--- src/rtl/tl_arb_2m1s_pkg.sv ---
// rtl/tl_arb_2m1s_pkg.sv - TileLink-UH constants and beat-count helper for the 2:1 arbiter
package tl_pkg;
   localparam int DW         = 128;
   localparam int AW         = 32;
   localparam int CNT_W      = 8;
   localparam int BEAT_BYTES = DW / 8;

   localparam logic [2:0] PUT_FULL = 3'd0;
   localparam logic [2:0] GET      = 3'd4;
   localparam logic [2:0] ACK      = 3'd0;
   localparam logic [2:0] ACK_DATA = 3'd1;

   localparam logic [CNT_W-1:0] ONE_BEAT = {{(CNT_W-1){1'b0}}, 1'b1};

   // Sizes up to one beat take a single beat; sizes above 2 KiB saturate at 128 beats.
   function automatic logic [CNT_W-1:0] beats(input logic [7:0] size);
      logic [7:0] sz;
      sz = (size > 8'd11) ? 8'd11 : size;
      if (sz <= 8'd4) return ONE_BEAT;
      return ONE_BEAT << (sz - 8'd4);
   endfunction
endpackage

--- src/rtl/tl_arb_2m1s_if.sv ---
// rtl/tl_arb_2m1s_if.sv - TileLink-UH A/D channel bundle with master/slave modports
interface tl_if;
   logic [2:0]              a_opcode;
   logic [2:0]              a_param;
   logic [7:0]              a_size;
   logic [2:0]              a_source;
   logic [tl_pkg::AW-1:0]   a_address;
   logic [tl_pkg::DW/8-1:0] a_mask;
   logic [tl_pkg::DW-1:0]   a_data;
   logic                    a_corrupt;
   logic                    a_valid;
   logic                    a_ready;
   logic [2:0]              d_opcode;
   logic [1:0]              d_param;
   logic [7:0]              d_size;
   logic [2:0]              d_source;
   logic [2:0]              d_sink;
   logic                    d_denied;
   logic                    d_corrupt;
   logic [tl_pkg::DW-1:0]   d_data;
   logic                    d_valid;
   logic                    d_ready;

   modport master (
      output a_opcode, a_param, a_size, a_source, a_address, a_mask, a_data, a_corrupt, a_valid, d_ready,
      input  a_ready, d_opcode, d_param, d_size, d_source, d_sink, d_denied, d_corrupt, d_data, d_valid
   );
   modport slave (
      input  a_opcode, a_param, a_size, a_source, a_address, a_mask, a_data, a_corrupt, a_valid, d_ready,
      output a_ready, d_opcode, d_param, d_size, d_source, d_sink, d_denied, d_corrupt, d_data, d_valid
   );
endinterface

--- src/rtl/tl_arb_2m1s_beats.sv ---
// rtl/tl_arb_2m1s_beats.sv - combinational size to beat-count converter
module tl_beats
   import tl_pkg::*;
(
   input  logic [7:0]       size_i,
   output logic [CNT_W-1:0] beats_o
);
   assign beats_o = beats(size_i);
endmodule

--- src/rtl/tl_arb_2m1s.sv ---
// rtl/tl_arb_2m1s.sv - two-master to one-slave TileLink-UH arbiter, one transaction in flight
// TL_ARB_FIXED_PRIO_EN: m0 always wins simultaneous requests instead of round-robin.
module tl_arb_2m1s
   import tl_pkg::*;
(
   input logic clk,
   input logic rst,
   tl_if.slave  m0,
   tl_if.slave  m1,
   tl_if.master s
);
   localparam logic [0:0] ST_IDLE = 1'b0;
   localparam logic [0:0] ST_BUSY = 1'b1;

   logic [0:0]       state_q, state_d;
   logic             owner_q, owner_d;
   logic [CNT_W-1:0] a_left_q, a_left_d, d_left_q, d_left_d;
   logic [CNT_W-1:0] nbeats;
   logic             sel, prio, a_en, a_fire, d_route, d_fire;

`ifdef TL_ARB_FIXED_PRIO_EN
   assign prio = 1'b0;
`else
   logic rr_ptr_q, rr_ptr_d;
   assign prio = rr_ptr_q;
`endif

   // In IDLE the grant is purely combinational so the first beat goes out with no extra latency.
   always_comb begin
      sel = owner_q;
      if (state_q == ST_IDLE) sel = (m0.a_valid && m1.a_valid) ? prio : m1.a_valid;
   end

   assign a_en        = (state_q == ST_IDLE) || (a_left_q != '0);
   assign s.a_opcode  = sel ? m1.a_opcode  : m0.a_opcode;
   assign s.a_param   = sel ? m1.a_param   : m0.a_param;
   assign s.a_size    = sel ? m1.a_size    : m0.a_size;
   assign s.a_source  = sel ? m1.a_source  : m0.a_source;
   assign s.a_address = sel ? m1.a_address : m0.a_address;
   assign s.a_mask    = sel ? m1.a_mask    : m0.a_mask;
   assign s.a_data    = sel ? m1.a_data    : m0.a_data;
   assign s.a_corrupt = sel ? m1.a_corrupt : m0.a_corrupt;
   assign s.a_valid   = a_en && (sel ? m1.a_valid : m0.a_valid);
   assign m0.a_ready  = a_en && !sel && s.a_ready;
   assign m1.a_ready  = a_en &&  sel && s.a_ready;
   assign a_fire      = s.a_valid && s.a_ready;

   tl_beats u_beats (.size_i(s.a_size), .beats_o(nbeats));

   // Beats arriving with no expected response left (including all of IDLE) are sunk here.
   assign d_route    = (state_q == ST_BUSY) && (d_left_q != '0);
   assign m0.d_valid = d_route && !owner_q && s.d_valid;
   assign m1.d_valid = d_route &&  owner_q && s.d_valid;
   assign s.d_ready  = d_route ? (owner_q ? m1.d_ready : m0.d_ready) : 1'b1;
   assign d_fire     = d_route && s.d_valid && s.d_ready;

   assign m0.d_opcode  = s.d_opcode;   assign m1.d_opcode  = s.d_opcode;
   assign m0.d_param   = s.d_param;    assign m1.d_param   = s.d_param;
   assign m0.d_size    = s.d_size;     assign m1.d_size    = s.d_size;
   assign m0.d_source  = s.d_source;   assign m1.d_source  = s.d_source;
   assign m0.d_sink    = s.d_sink;     assign m1.d_sink    = s.d_sink;
   assign m0.d_denied  = s.d_denied;   assign m1.d_denied  = s.d_denied;
   assign m0.d_corrupt = s.d_corrupt;  assign m1.d_corrupt = s.d_corrupt;
   assign m0.d_data    = s.d_data;     assign m1.d_data    = s.d_data;

   always_comb begin
      state_d  = state_q;
      owner_d  = owner_q;
      a_left_d = a_left_q;
      d_left_d = d_left_q;
`ifndef TL_ARB_FIXED_PRIO_EN
      rr_ptr_d = rr_ptr_q;
`endif
      if (state_q == ST_IDLE) begin
         if (a_fire) begin
            owner_d = sel;
            state_d = ST_BUSY;
`ifndef TL_ARB_FIXED_PRIO_EN
            rr_ptr_d = ~sel;
`endif
            // Anything that is not a PutFullData is handled as a Get.
            if (s.a_opcode == PUT_FULL) begin
               a_left_d = nbeats - ONE_BEAT;
               d_left_d = ONE_BEAT;
            end else begin
               a_left_d = '0;
               d_left_d = nbeats;
            end
         end
      end else begin
         if (a_fire) a_left_d = a_left_q - ONE_BEAT;
         if (d_fire) d_left_d = d_left_q - ONE_BEAT;
         if (a_left_d == '0 && d_left_d == '0) state_d = ST_IDLE;
      end
   end

   always_ff @(posedge clk or posedge rst) begin
      if (rst) begin
         state_q  <= ST_IDLE;
         owner_q  <= 1'b0;
         a_left_q <= '0;
         d_left_q <= '0;
`ifndef TL_ARB_FIXED_PRIO_EN
         rr_ptr_q <= 1'b0;
`endif
      end else begin
         state_q  <= state_d;
         owner_q  <= owner_d;
         a_left_q <= a_left_d;
         d_left_q <= d_left_d;
`ifndef TL_ARB_FIXED_PRIO_EN
         rr_ptr_q <= rr_ptr_d;
`endif
      end
   end
endmodule

--- src/flat_wrapper.sv ---
// flat-port wrapper written by rule: the top's interface ports become plain ports
module tl_arb_2m1s_flat import tl_pkg::*;
  (clk, rst, m0_a_opcode, m0_a_param, m0_a_size, m0_a_source, m0_a_address, m0_a_mask, m0_a_data, m0_a_corrupt, m0_a_valid, m0_d_ready, m0_a_ready, m0_d_opcode, m0_d_param, m0_d_size, m0_d_source, m0_d_sink, m0_d_denied, m0_d_corrupt, m0_d_data, m0_d_valid, m1_a_opcode, m1_a_param, m1_a_size, m1_a_source, m1_a_address, m1_a_mask, m1_a_data, m1_a_corrupt, m1_a_valid, m1_d_ready, m1_a_ready, m1_d_opcode, m1_d_param, m1_d_size, m1_d_source, m1_d_sink, m1_d_denied, m1_d_corrupt, m1_d_data, m1_d_valid, s_a_opcode, s_a_param, s_a_size, s_a_source, s_a_address, s_a_mask, s_a_data, s_a_corrupt, s_a_valid, s_d_ready, s_a_ready, s_d_opcode, s_d_param, s_d_size, s_d_source, s_d_sink, s_d_denied, s_d_corrupt, s_d_data, s_d_valid);
  tl_if m0_i ();
  tl_if m1_i ();
  tl_if s_i ();
  input logic clk;
  input logic rst;
  input wire logic [$bits(m0_i.a_opcode)-1:0] m0_a_opcode;
  input wire logic [$bits(m0_i.a_param)-1:0] m0_a_param;
  input wire logic [$bits(m0_i.a_size)-1:0] m0_a_size;
  input wire logic [$bits(m0_i.a_source)-1:0] m0_a_source;
  input wire logic [$bits(m0_i.a_address)-1:0] m0_a_address;
  input wire logic [$bits(m0_i.a_mask)-1:0] m0_a_mask;
  input wire logic [$bits(m0_i.a_data)-1:0] m0_a_data;
  input wire logic [$bits(m0_i.a_corrupt)-1:0] m0_a_corrupt;
  input wire logic [$bits(m0_i.a_valid)-1:0] m0_a_valid;
  input wire logic [$bits(m0_i.d_ready)-1:0] m0_d_ready;
  output wire logic [$bits(m0_i.a_ready)-1:0] m0_a_ready;
  output wire logic [$bits(m0_i.d_opcode)-1:0] m0_d_opcode;
  output wire logic [$bits(m0_i.d_param)-1:0] m0_d_param;
  output wire logic [$bits(m0_i.d_size)-1:0] m0_d_size;
  output wire logic [$bits(m0_i.d_source)-1:0] m0_d_source;
  output wire logic [$bits(m0_i.d_sink)-1:0] m0_d_sink;
  output wire logic [$bits(m0_i.d_denied)-1:0] m0_d_denied;
  output wire logic [$bits(m0_i.d_corrupt)-1:0] m0_d_corrupt;
  output wire logic [$bits(m0_i.d_data)-1:0] m0_d_data;
  output wire logic [$bits(m0_i.d_valid)-1:0] m0_d_valid;
  input wire logic [$bits(m1_i.a_opcode)-1:0] m1_a_opcode;
  input wire logic [$bits(m1_i.a_param)-1:0] m1_a_param;
  input wire logic [$bits(m1_i.a_size)-1:0] m1_a_size;
  input wire logic [$bits(m1_i.a_source)-1:0] m1_a_source;
  input wire logic [$bits(m1_i.a_address)-1:0] m1_a_address;
  input wire logic [$bits(m1_i.a_mask)-1:0] m1_a_mask;
  input wire logic [$bits(m1_i.a_data)-1:0] m1_a_data;
  input wire logic [$bits(m1_i.a_corrupt)-1:0] m1_a_corrupt;
  input wire logic [$bits(m1_i.a_valid)-1:0] m1_a_valid;
  input wire logic [$bits(m1_i.d_ready)-1:0] m1_d_ready;
  output wire logic [$bits(m1_i.a_ready)-1:0] m1_a_ready;
  output wire logic [$bits(m1_i.d_opcode)-1:0] m1_d_opcode;
  output wire logic [$bits(m1_i.d_param)-1:0] m1_d_param;
  output wire logic [$bits(m1_i.d_size)-1:0] m1_d_size;
  output wire logic [$bits(m1_i.d_source)-1:0] m1_d_source;
  output wire logic [$bits(m1_i.d_sink)-1:0] m1_d_sink;
  output wire logic [$bits(m1_i.d_denied)-1:0] m1_d_denied;
  output wire logic [$bits(m1_i.d_corrupt)-1:0] m1_d_corrupt;
  output wire logic [$bits(m1_i.d_data)-1:0] m1_d_data;
  output wire logic [$bits(m1_i.d_valid)-1:0] m1_d_valid;
  output wire logic [$bits(s_i.a_opcode)-1:0] s_a_opcode;
  output wire logic [$bits(s_i.a_param)-1:0] s_a_param;
  output wire logic [$bits(s_i.a_size)-1:0] s_a_size;
  output wire logic [$bits(s_i.a_source)-1:0] s_a_source;
  output wire logic [$bits(s_i.a_address)-1:0] s_a_address;
  output wire logic [$bits(s_i.a_mask)-1:0] s_a_mask;
  output wire logic [$bits(s_i.a_data)-1:0] s_a_data;
  output wire logic [$bits(s_i.a_corrupt)-1:0] s_a_corrupt;
  output wire logic [$bits(s_i.a_valid)-1:0] s_a_valid;
  output wire logic [$bits(s_i.d_ready)-1:0] s_d_ready;
  input wire logic [$bits(s_i.a_ready)-1:0] s_a_ready;
  input wire logic [$bits(s_i.d_opcode)-1:0] s_d_opcode;
  input wire logic [$bits(s_i.d_param)-1:0] s_d_param;
  input wire logic [$bits(s_i.d_size)-1:0] s_d_size;
  input wire logic [$bits(s_i.d_source)-1:0] s_d_source;
  input wire logic [$bits(s_i.d_sink)-1:0] s_d_sink;
  input wire logic [$bits(s_i.d_denied)-1:0] s_d_denied;
  input wire logic [$bits(s_i.d_corrupt)-1:0] s_d_corrupt;
  input wire logic [$bits(s_i.d_data)-1:0] s_d_data;
  input wire logic [$bits(s_i.d_valid)-1:0] s_d_valid;
  assign m0_i.a_opcode = m0_a_opcode;
  assign m0_i.a_param = m0_a_param;
  assign m0_i.a_size = m0_a_size;
  assign m0_i.a_source = m0_a_source;
  assign m0_i.a_address = m0_a_address;
  assign m0_i.a_mask = m0_a_mask;
  assign m0_i.a_data = m0_a_data;
  assign m0_i.a_corrupt = m0_a_corrupt;
  assign m0_i.a_valid = m0_a_valid;
  assign m0_i.d_ready = m0_d_ready;
  assign m0_a_ready = m0_i.a_ready;
  assign m0_d_opcode = m0_i.d_opcode;
  assign m0_d_param = m0_i.d_param;
  assign m0_d_size = m0_i.d_size;
  assign m0_d_source = m0_i.d_source;
  assign m0_d_sink = m0_i.d_sink;
  assign m0_d_denied = m0_i.d_denied;
  assign m0_d_corrupt = m0_i.d_corrupt;
  assign m0_d_data = m0_i.d_data;
  assign m0_d_valid = m0_i.d_valid;
  assign m1_i.a_opcode = m1_a_opcode;
  assign m1_i.a_param = m1_a_param;
  assign m1_i.a_size = m1_a_size;
  assign m1_i.a_source = m1_a_source;
  assign m1_i.a_address = m1_a_address;
  assign m1_i.a_mask = m1_a_mask;
  assign m1_i.a_data = m1_a_data;
  assign m1_i.a_corrupt = m1_a_corrupt;
  assign m1_i.a_valid = m1_a_valid;
  assign m1_i.d_ready = m1_d_ready;
  assign m1_a_ready = m1_i.a_ready;
  assign m1_d_opcode = m1_i.d_opcode;
  assign m1_d_param = m1_i.d_param;
  assign m1_d_size = m1_i.d_size;
  assign m1_d_source = m1_i.d_source;
  assign m1_d_sink = m1_i.d_sink;
  assign m1_d_denied = m1_i.d_denied;
  assign m1_d_corrupt = m1_i.d_corrupt;
  assign m1_d_data = m1_i.d_data;
  assign m1_d_valid = m1_i.d_valid;
  assign s_a_opcode = s_i.a_opcode;
  assign s_a_param = s_i.a_param;
  assign s_a_size = s_i.a_size;
  assign s_a_source = s_i.a_source;
  assign s_a_address = s_i.a_address;
  assign s_a_mask = s_i.a_mask;
  assign s_a_data = s_i.a_data;
  assign s_a_corrupt = s_i.a_corrupt;
  assign s_a_valid = s_i.a_valid;
  assign s_d_ready = s_i.d_ready;
  assign s_i.a_ready = s_a_ready;
  assign s_i.d_opcode = s_d_opcode;
  assign s_i.d_param = s_d_param;
  assign s_i.d_size = s_d_size;
  assign s_i.d_source = s_d_source;
  assign s_i.d_sink = s_d_sink;
  assign s_i.d_denied = s_d_denied;
  assign s_i.d_corrupt = s_d_corrupt;
  assign s_i.d_data = s_d_data;
  assign s_i.d_valid = s_d_valid;
  tl_arb_2m1s u_core (.clk(clk), .rst(rst), .m0(m0_i), .m1(m1_i), .s(s_i));
endmodule
--- config.mk ---
export PLATFORM = sky130hd
export DESIGN_NAME = tl_arb_2m1s_flat
export DESIGN_NICKNAME = d
export VERILOG_FILES = /design/src/rtl/tl_arb_2m1s_pkg.sv /design/src/rtl/tl_arb_2m1s_if.sv /design/src/rtl/tl_arb_2m1s_beats.sv /design/src/rtl/tl_arb_2m1s.sv /design/src/flat_wrapper.sv
export SDC_FILE = /design/constraint.sdc
export NUM_CORES = 1
export LEC_CHECK = 0
export CAP_MARGIN = 25
export CELL_PAD_IN_SITES_DETAIL_PLACEMENT = 1
export CELL_PAD_IN_SITES_GLOBAL_PLACEMENT = 1
export CORE_AREA = 10 10 396 398
export DETAILED_ROUTE_END_ITERATION = 8
export DIE_AREA = 0 0 406 408
export PLACE_DENSITY_LB_ADDON = 0.1
export SETUP_SLACK_MARGIN = 0.2
export SLEW_MARGIN = 25
export SYNTH_ARGS = -nofsm -noshare
export SYNTH_HDL_FRONTEND = slang
export SYNTH_SLANG_ARGS = --single-unit
export TNS_END_PERCENT = 30
--- constraint.sdc ---
create_clock -name clk -period 4.12 [get_ports clk]
set_input_delay 0.824 -clock clk [delete_from_list [all_inputs] [get_ports clk]]
set_output_delay 0.824 -clock clk [all_outputs]
set_load 0.005 [all_outputs]
==> metrics.txt, run 1 <==
outcome=finished clean; Pins Over Slew Limit=0; vias=8624; Final Util=0.0895; FF-to-FF End=u_core.a_left_q[6]$_DFFE_PP0P_; first-pass GRT wire length=about 98000 um; share of power burned in registers=0.082; Area Growth Syn to Fin=105%; design internal power=2.30 mW; worst hold slack=roughly 0.51 ns; Num CTS Buffers=3; FF-to-FF setup slack=1.03 ns; register area=between 400 and 500 sq um; startpoint class of the critical path=primary input; r2r worst-path depth=11; Tightest Pin Transition=a little over 0.7 ns; WL/cell=22.4 um; worst r2r src=u_core.state_q$_DFF_PP0_; Comb pwr share=0.866; Filler cells=17900; Rows=142; final hold viol count=0; clock skew=0.00550 ns; vias in the first global route=9481; final RePlAce weighted congestion=between 0.7 and 0.8; top-level I/O count=1043; #FFs+latches synth=19; synth warn=0; Tmin final=3.88 ns; Longest Clk Path Bufs=2; Max-cap violations=0; Fmax=258 MHz; multi-input logic area=0.00353 sq mm; TNS Setup=0 ns; # setup viols final=0; DR pass1 iterations=4; TritonCTS clock tree=yes; Residual DRC=0; Post-synth EDFFs=0; sequential share of the synthesized area=0.0733; Final ANT Viol Nets=0; # nets final=2029; syn avg cell area=5.59 sq um; RSZ-0062 raised after global routing=true; Leak=5.32 nW; Clock Latency Late Sink=between 0.2 and 0.3 ns; most common cell after layout, fill and taps aside=nand2_1; power density cells=338 mW/mm^2; post-route design area=between 0.01 and 0.015 sq mm; htree depth=1; Rel. slew slack=0.516; Synth cell types=between 60 and 70; crit path kind=in -> out; root buf cell=clkbuf_16; Switch Pwr=2.20 mW; mapped cell area=0.00649 sq mm; largest fanout on the critical path=22; maximum number of pins on one net before global-route repair=33; Std-Cell Core Area=0.149 sq mm; placed instance area=0.0131 sq mm; hold bufs inserted after CTS=0; die area=0.166 sq mm; die height=408 um; Starting Density=0.0436; CP required=3.30 ns; Buffers on Ports=around 600; Worst EP arrival=3.05 ns; Switching Share=0.489; peak supply drop=0.135 mV; most frequent cells in the layout=nand2_1, clkdlybuf4s50_1, buf_4; die width=406 um; nature of the critical path endpoint=primary output; CTS clk-pin slew, worst paths=~0.07 ns; post-synth net total=between 1500 and 2000; initial antenna violation count=49; layout cells sized above 1=0.0805; Vias per Instance=2.51; clock group share of total power=0.051; Worst Hold Depth=1; DP HPWL=70500 um; worst hold path type=reg -> reg; Hold Path End=u_core.prio$_DFFE_PP0P_; Tot GR Track Use=0.0879; period utilization=0.941; DRT iter0 DRCs=340; ys flop type=dfrtp_1; clk sink count=19; Mapped Cells=1160; hold path start=u_core.prio$_DFFE_PP0P_; Overflow after GRT=0; WL final=77100 um; ys async rst share=1.00
==> power by group through the flow <==
stage	clock [mW]	combinational [mW]	sequential, mW
floorplan	0	1.47	0.315
global placement	0	4.05	0.380
detailed placement	0	4.06	0.377
CTS	0.243	4.07	0.374
global route	0.249	4.29	0.390
finish	0.230	3.90	0.371
==> routing by layer <==
| metal | wire length [um] | vias to the layer above | GRT usage | share of wire |
|---|---|---|---|---|
| li1 | - | 4012 | - | - |
| met1 | 27800 | 3903 | 0.0904 | 0.36 |
| met2 | 38000 | 531 | 0.155 | 0.49 |
| met3 | 10000 | 114 | 0.0534 | 0.13 |
| met4 | 623 | 64 | 0.00810 | 0.0081 |
| met5 | 598 | - | 0.0129 | 0.0078 |
==> how the worst max path moves through the flow <==
| stage | from | end | slack, ns | cells after the start |
|---|---|---|---|---|
| 2_1_floorplan | m1_a_valid | u_core.d_left_q[4]$_DFFE_PP0P_ | 0.66 | 11 |
| 3_3_place_gp | m1_a_valid | s_a_data[55] | -0.17 | 8 |
| 3_5_place_dp | m0_a_valid | s_a_data[56] | -0.14 | 8 |
| 4_1_cts | m1_a_valid | s_a_data[42] | 0.19 | 8 |
| 5_1_grt | m1_a_valid | s_a_data[42] | 0.17 | 8 |
| 6_report | m1_a_valid | s_a_address[30] | 0.24 | 8 |
==> what timing repair did <==
action                     CTS  global route
gates resized for setup     20            15
pin swaps                    1             0
cloned                       0             1
setup buffers                1             1
setup endpoints to repair   81            77
==> critical path, cell delays in order <==
cell             delay, ns
clkdlybuf4s50_1       0.50
nor2b_2               0.21
a22o_4                0.17
buf_12                0.19
buf_12                0.19
nand2_1               0.15
nand2_1               0.20
clkdlybuf4s50_1       0.54
==> flip-flops by register name (all words and copies together), names as in the netlist <==
register and cells:
u_core.prio 1, u_core.a_left_q 8, u_core.d_left_q 8, u_core.state_q 1, u_core.owner_q 1
==> cells by family (layout without fill, tap and decap cells) <==
logic type	count (synthesis)	after routing	synth area share
flip-flops	19	19	0.0733
AO/OA/AOI/OAI	76	76	0.0833
buffers and inverters	366	684	0.386
other	0	16	0
adder cells (fa/ha/maj)	7	7	0.0127
AND/OR/NAND/NOR	680	680	0.427
XOR/XNOR	4	4	0.00540
multiplexers	8	8	0.0129
==> synthesized netlist by cell type, types with 2 or more instances <==
master,n,area (sq um)
a22oi_1,3,22.5
clkbuf_1,52,195
a2111oi_0,2,17.5
nand4_1,5,31.3
buf_4,298,2240
o211ai_1,2,15.0
a41oi_1,2,17.5
nor4_2,3,37.5
nand3_1,11,55.1
a21oi_1,16,80.1
o21a_1,5,37.5
o221ai_1,3,26.3
or4b_1,2,20.0
ha_1,5,62.6
o31a_1,3,26.3
o21ai_1,4,20.0
maj3_1,2,20.0
o21bai_1,2,15.0
buf_2,2,10.0
nor2b_1,3,18.8
inv_1,11,41.3
nand4b_1,3,26.3
or3_1,3,18.8
o31ai_1,2,15.0
xnor2_1,3,26.3
nand2_1,596,2240
a31oi_1,5,31.3
o21ai_0,12,60.1
a211oi_2,2,25.0
mux2i_1,5,50.1
or4_1,5,37.5
a211oi_1,3,22.5
mux2_2,3,33.8
nor3b_1,6,45.0
nand2b_1,4,25.0
and3_1,4,25.0
dfrtp_1,19,475
and4_1,3,26.3
nor3_1,6,30.0
nor2_1,17,63.8
==> final cells by class <==
class / count / share of cell area
Inverter: 11 / 0.00310
Antenna cell: 16 / 0.00300
Timing Repair Buffer: 669 / 0.505
Sequential cell: 19 / 0.0357
Tap cell: 1944 / 0.182
Clock buffer: 3 / 0.00563
Multi-Input combinational cell: 775 / 0.265
Clock inverter: 1 / 0.000375
==> metrics by stage <==
step,std cells,worst slack (ns),power [mW]
after floorplan,1160,0.661,1.79
after global placement,3415,-0.175,4.43
after detailed placement,3415,-0.142,4.43
after CTS,3420,0.190,4.68
after global routing,3423,0.167,4.93
final,3438,0.243,4.50
No activity file was read; power rests on OpenSTA's default activity.
==> run 2: changes to the inputs <==
--- a/config.mk
+++ b/config.mk
@@ -12,6 +12,7 @@
 export DETAILED_ROUTE_END_ITERATION = 8
 export DIE_AREA = 0 0 406 408
 export PLACE_DENSITY_LB_ADDON = 0.1
+export REMOVE_ABC_BUFFERS = 1
 export SETUP_SLACK_MARGIN = 0.2
 export SLEW_MARGIN = 25
 export SYNTH_ARGS = -nofsm -noshare
==> run 2 against run 1 <==
Against the previous run:
- cell count grew 0.15%
- core utilization rose by 0.31 points
- clock skew about the same
- power rose by 9.8%
- first-iteration DRC count grew 93%
- die area stayed put
- clock-buffer cell count up 1
- setup slack better by 0.036 ns
- register-to-register slack barely moved
- sequential cell count stayed put
- critical path type unchanged
- largest cell class unchanged
==> metrics.txt, run 2 (synthesis gave the netlist of run 1 again) <==
Buf+Inv Stages, Crit Path=6 (was 4); Rows=142 (unchanged); Longest Clk Path Bufs=2 (unchanged); Worst path max stage delay=0.61 ns (was 0.54 ns); Vias per Instance=2.95 (was 2.51); Area Growth Syn to Fin=112% (was 105%); initial antenna violation count=93 (was 49); DP HPWL=123000 um (was 70500 um); final hold viol count=0 (unchanged); r2r worst-path depth=12 (was 11); peak supply drop=0.0956 mV (was 0.135 mV); clock skew=0.00531 ns (was 0.00550 ns); met2 usage=0.196 (was 0.155); layout cells sized above 1=0.0999 (was 0.0805); WL final=138000 um (was 77100 um); Rel. slew slack=0.573 (was 0.516); Buffers on Ports=595 (unchanged); pre-CTS setup slack=-0.102 ns (was -0.142 ns); multi-input logic area=0.00359 sq mm (was 0.00353 sq mm); htree depth=1 (unchanged); final std cells w/o fill=3443 (was 3438); Cell Chain, Critical Path=clkdlybuf4s50_1 > nor2b_4 > a22oi_2 > buf_6 > buf_12 > clkbuf_16 > clkbuf_16 > nand2_1 > nand2_1 > clkdlybuf4s50_1 (was clkdlybuf4s50_1 > nor2b_2 > a22o_4 > buf_12 > buf_12 > nand2_1 > nand2_1 > clkdlybuf4s50_1); die area=0.166 sq mm (unchanged); Tmin final=3.84 ns (was 3.88 ns); # nets final=2032 (was 2029); CP max-delay cell=clkdlybuf4s50_1 (unchanged); Largest regs=u_core.a_left_q: 8 flops, u_core.d_left_q: 8 flops (unchanged); Top Family by Delay on Critical Path=buffers and inverters (unchanged); Std-Cell Core Area=0.149 sq mm (unchanged); crit path kind=in -> out (unchanged); DR pass1 iterations=4 (unchanged); Leak=5.49 nW (was 5.32 nW); FF-to-FF setup slack=1.03 ns (about the same); Tot GR Track Use=0.157 (was 0.0879); most common cell after layout, fill and taps aside=nand2_1 (unchanged); maximum number of pins on one net before global-route repair=40 (was 33); largest fanout on the critical path=15 (was 22); startpoint class of the critical path=primary input (unchanged); Cell Count Post-Placement=3406 (was 3415); Tot Pwr=4.94 mW (was 4.50 mW); Residual DRC=0 (unchanged); Fmax=260 MHz (was 258 MHz); die height=408 um (unchanged); TritonCTS clock tree=yes (unchanged); gr busiest metal=met3 (was met2); worst r2r src=u_core.state_q$_DFF_PP0_ (unchanged); Filler cells=17900 (about the same); hold path start=u_core.prio$_DFFE_PP0P_ (unchanged); root buf cell=clkbuf_16 (unchanged); nature of the critical path endpoint=primary output (unchanged); Max-cap violations=0 (unchanged); met1 usage=0.152 (was 0.0904); first-pass GRT wire length=163000 um (was 98300 um); WL/cell=40.1 um (was 22.4 um); CP required=3.30 ns (about the same); Final ANT Viol Nets=0 (unchanged); power density cells=359 mW/mm^2 (was 338 mW/mm^2); Worst Hold Depth=1 (unchanged); Hold Path End=u_core.prio$_DFFE_PP0P_ (unchanged); RSZ-0062 raised after global routing=true (unchanged); Pins Over Slew Limit=0 (unchanged); Clock Latency Late Sink=0.26 ns (was 0.27 ns); Tightest Pin Transition=0.634 ns (was 0.718 ns); hold bufs inserted after CTS=0 (unchanged); Worst EP arrival=3.02 ns (was 3.05 ns); CTS clk-pin slew, worst paths=0.06 ns (was 0.07 ns); FF-to-FF End=u_core.d_left_q[4]$_DFFE_PP0P_ (was u_core.a_left_q[6]$_DFFE_PP0P_); clk sink count=19 (unchanged); Starting Density=0.0436 (unchanged); period utilization=0.932 (was 0.941); Num CTS Buffers=3 (unchanged); worst hold path type=reg -> reg (unchanged); Overflow after GRT=0 (unchanged); vias=10100 (was 8624); setup ws final=0.280 ns (was 0.243 ns); # setup viols final=0 (unchanged); most frequent cells in the layout=nand2_1, clkdlybuf4s50_1, buf_4 (unchanged); GR Util met3=0.210 (was 0.0534); register area=475 sq um (unchanged); vias in the first global route=10400 (was 9481); die width=406 um (unchanged); Final Util=0.0926 (was 0.0895); final RePlAce weighted congestion=0.815 (was 0.745); top-level I/O count=1043 (unchanged); DRT iter0 DRCs=657 (was 340); outcome=finished clean (unchanged)
-- run 2: worst max-delay path by stage --
stage / cells after the start / start / endpoint
after CTS: 10 / m0_a_valid / s_a_data[75]
after global routing: 10 / m1_a_valid / s_a_address[23]
after floorplan: 9 / m1_a_valid / u_core.d_left_q[4]$_DFFE_PP0P_
after detailed placement: 11 / m1_a_size[6] / u_core.d_left_q[5]$_DFFE_PP0P_
after global placement: 11 / m1_a_size[6] / u_core.d_left_q[5]$_DFFE_PP0P_
final: 10 / m1_a_valid / s_a_mask[2]
-- run 2: metal layers --
layer	share of wire	vias to the layer above
met5	0.025	-
met4	0.0079	171
met3	0.27	206
met2	0.35	1243
met1	0.35	4514
li1	-	4014
-- run 2: layout make-up --
type                            instances  area share
Multi-Input combinational cell        775       0.260
Tap cell                             1944       0.176
Timing Repair Buffer                  672       0.517
Antenna cell                           18     0.00327
Clock buffer                            4     0.00572
Inverter                               11     0.00300
Sequential cell                        19      0.0345
-- run 2: repair_timing --
| item | CTS | global route |
|---|---|---|
| resized for setup | 16 | 26 |
| endpoints found under the setup margin | 112 | 134 |
| setup buffers | 4 | 2 |
| cloned | 1 | 7 |
| pin swaps | 2 | 0 |
-- run 2: power breakdown --
group | switching, mW | internal [mW] | total (mW)
Combinational | 2.22 | 2.13 | 4.34
Sequential | 0.127 | 0.257 | 0.384
Clock | 0.0858 | 0.132 | 0.218
-- run 2: worst reg2reg max path, cell delays in order, from the launching register on --
cell       delay (ns)
dfrtp_1          0.50
nor2b_4          0.18
a22o_4           0.21
buf_12           0.14
bufbuf_16        0.31
mux2i_2          0.28
buf_4            0.16
inv_1            0.05
ha_1             0.21
a31oi_2          0.18
nand4_1          0.15
or4_1            0.50
a21oi_1          0.15
-- run 2: stage by stage --
step | cell area (sq um) | hold slack, ns | TNS (ns)
after CTS | 13400 | 0.506 | 0
after detailed placement | 13200 | 0.491 | -0.494
after floorplan | 4030 | 0.456 | -1101.74
after global placement | 13200 | 0.498 | -0.680
after global routing | 13800 | 0.512 | 0
final | 13800 | 0.491 | 0
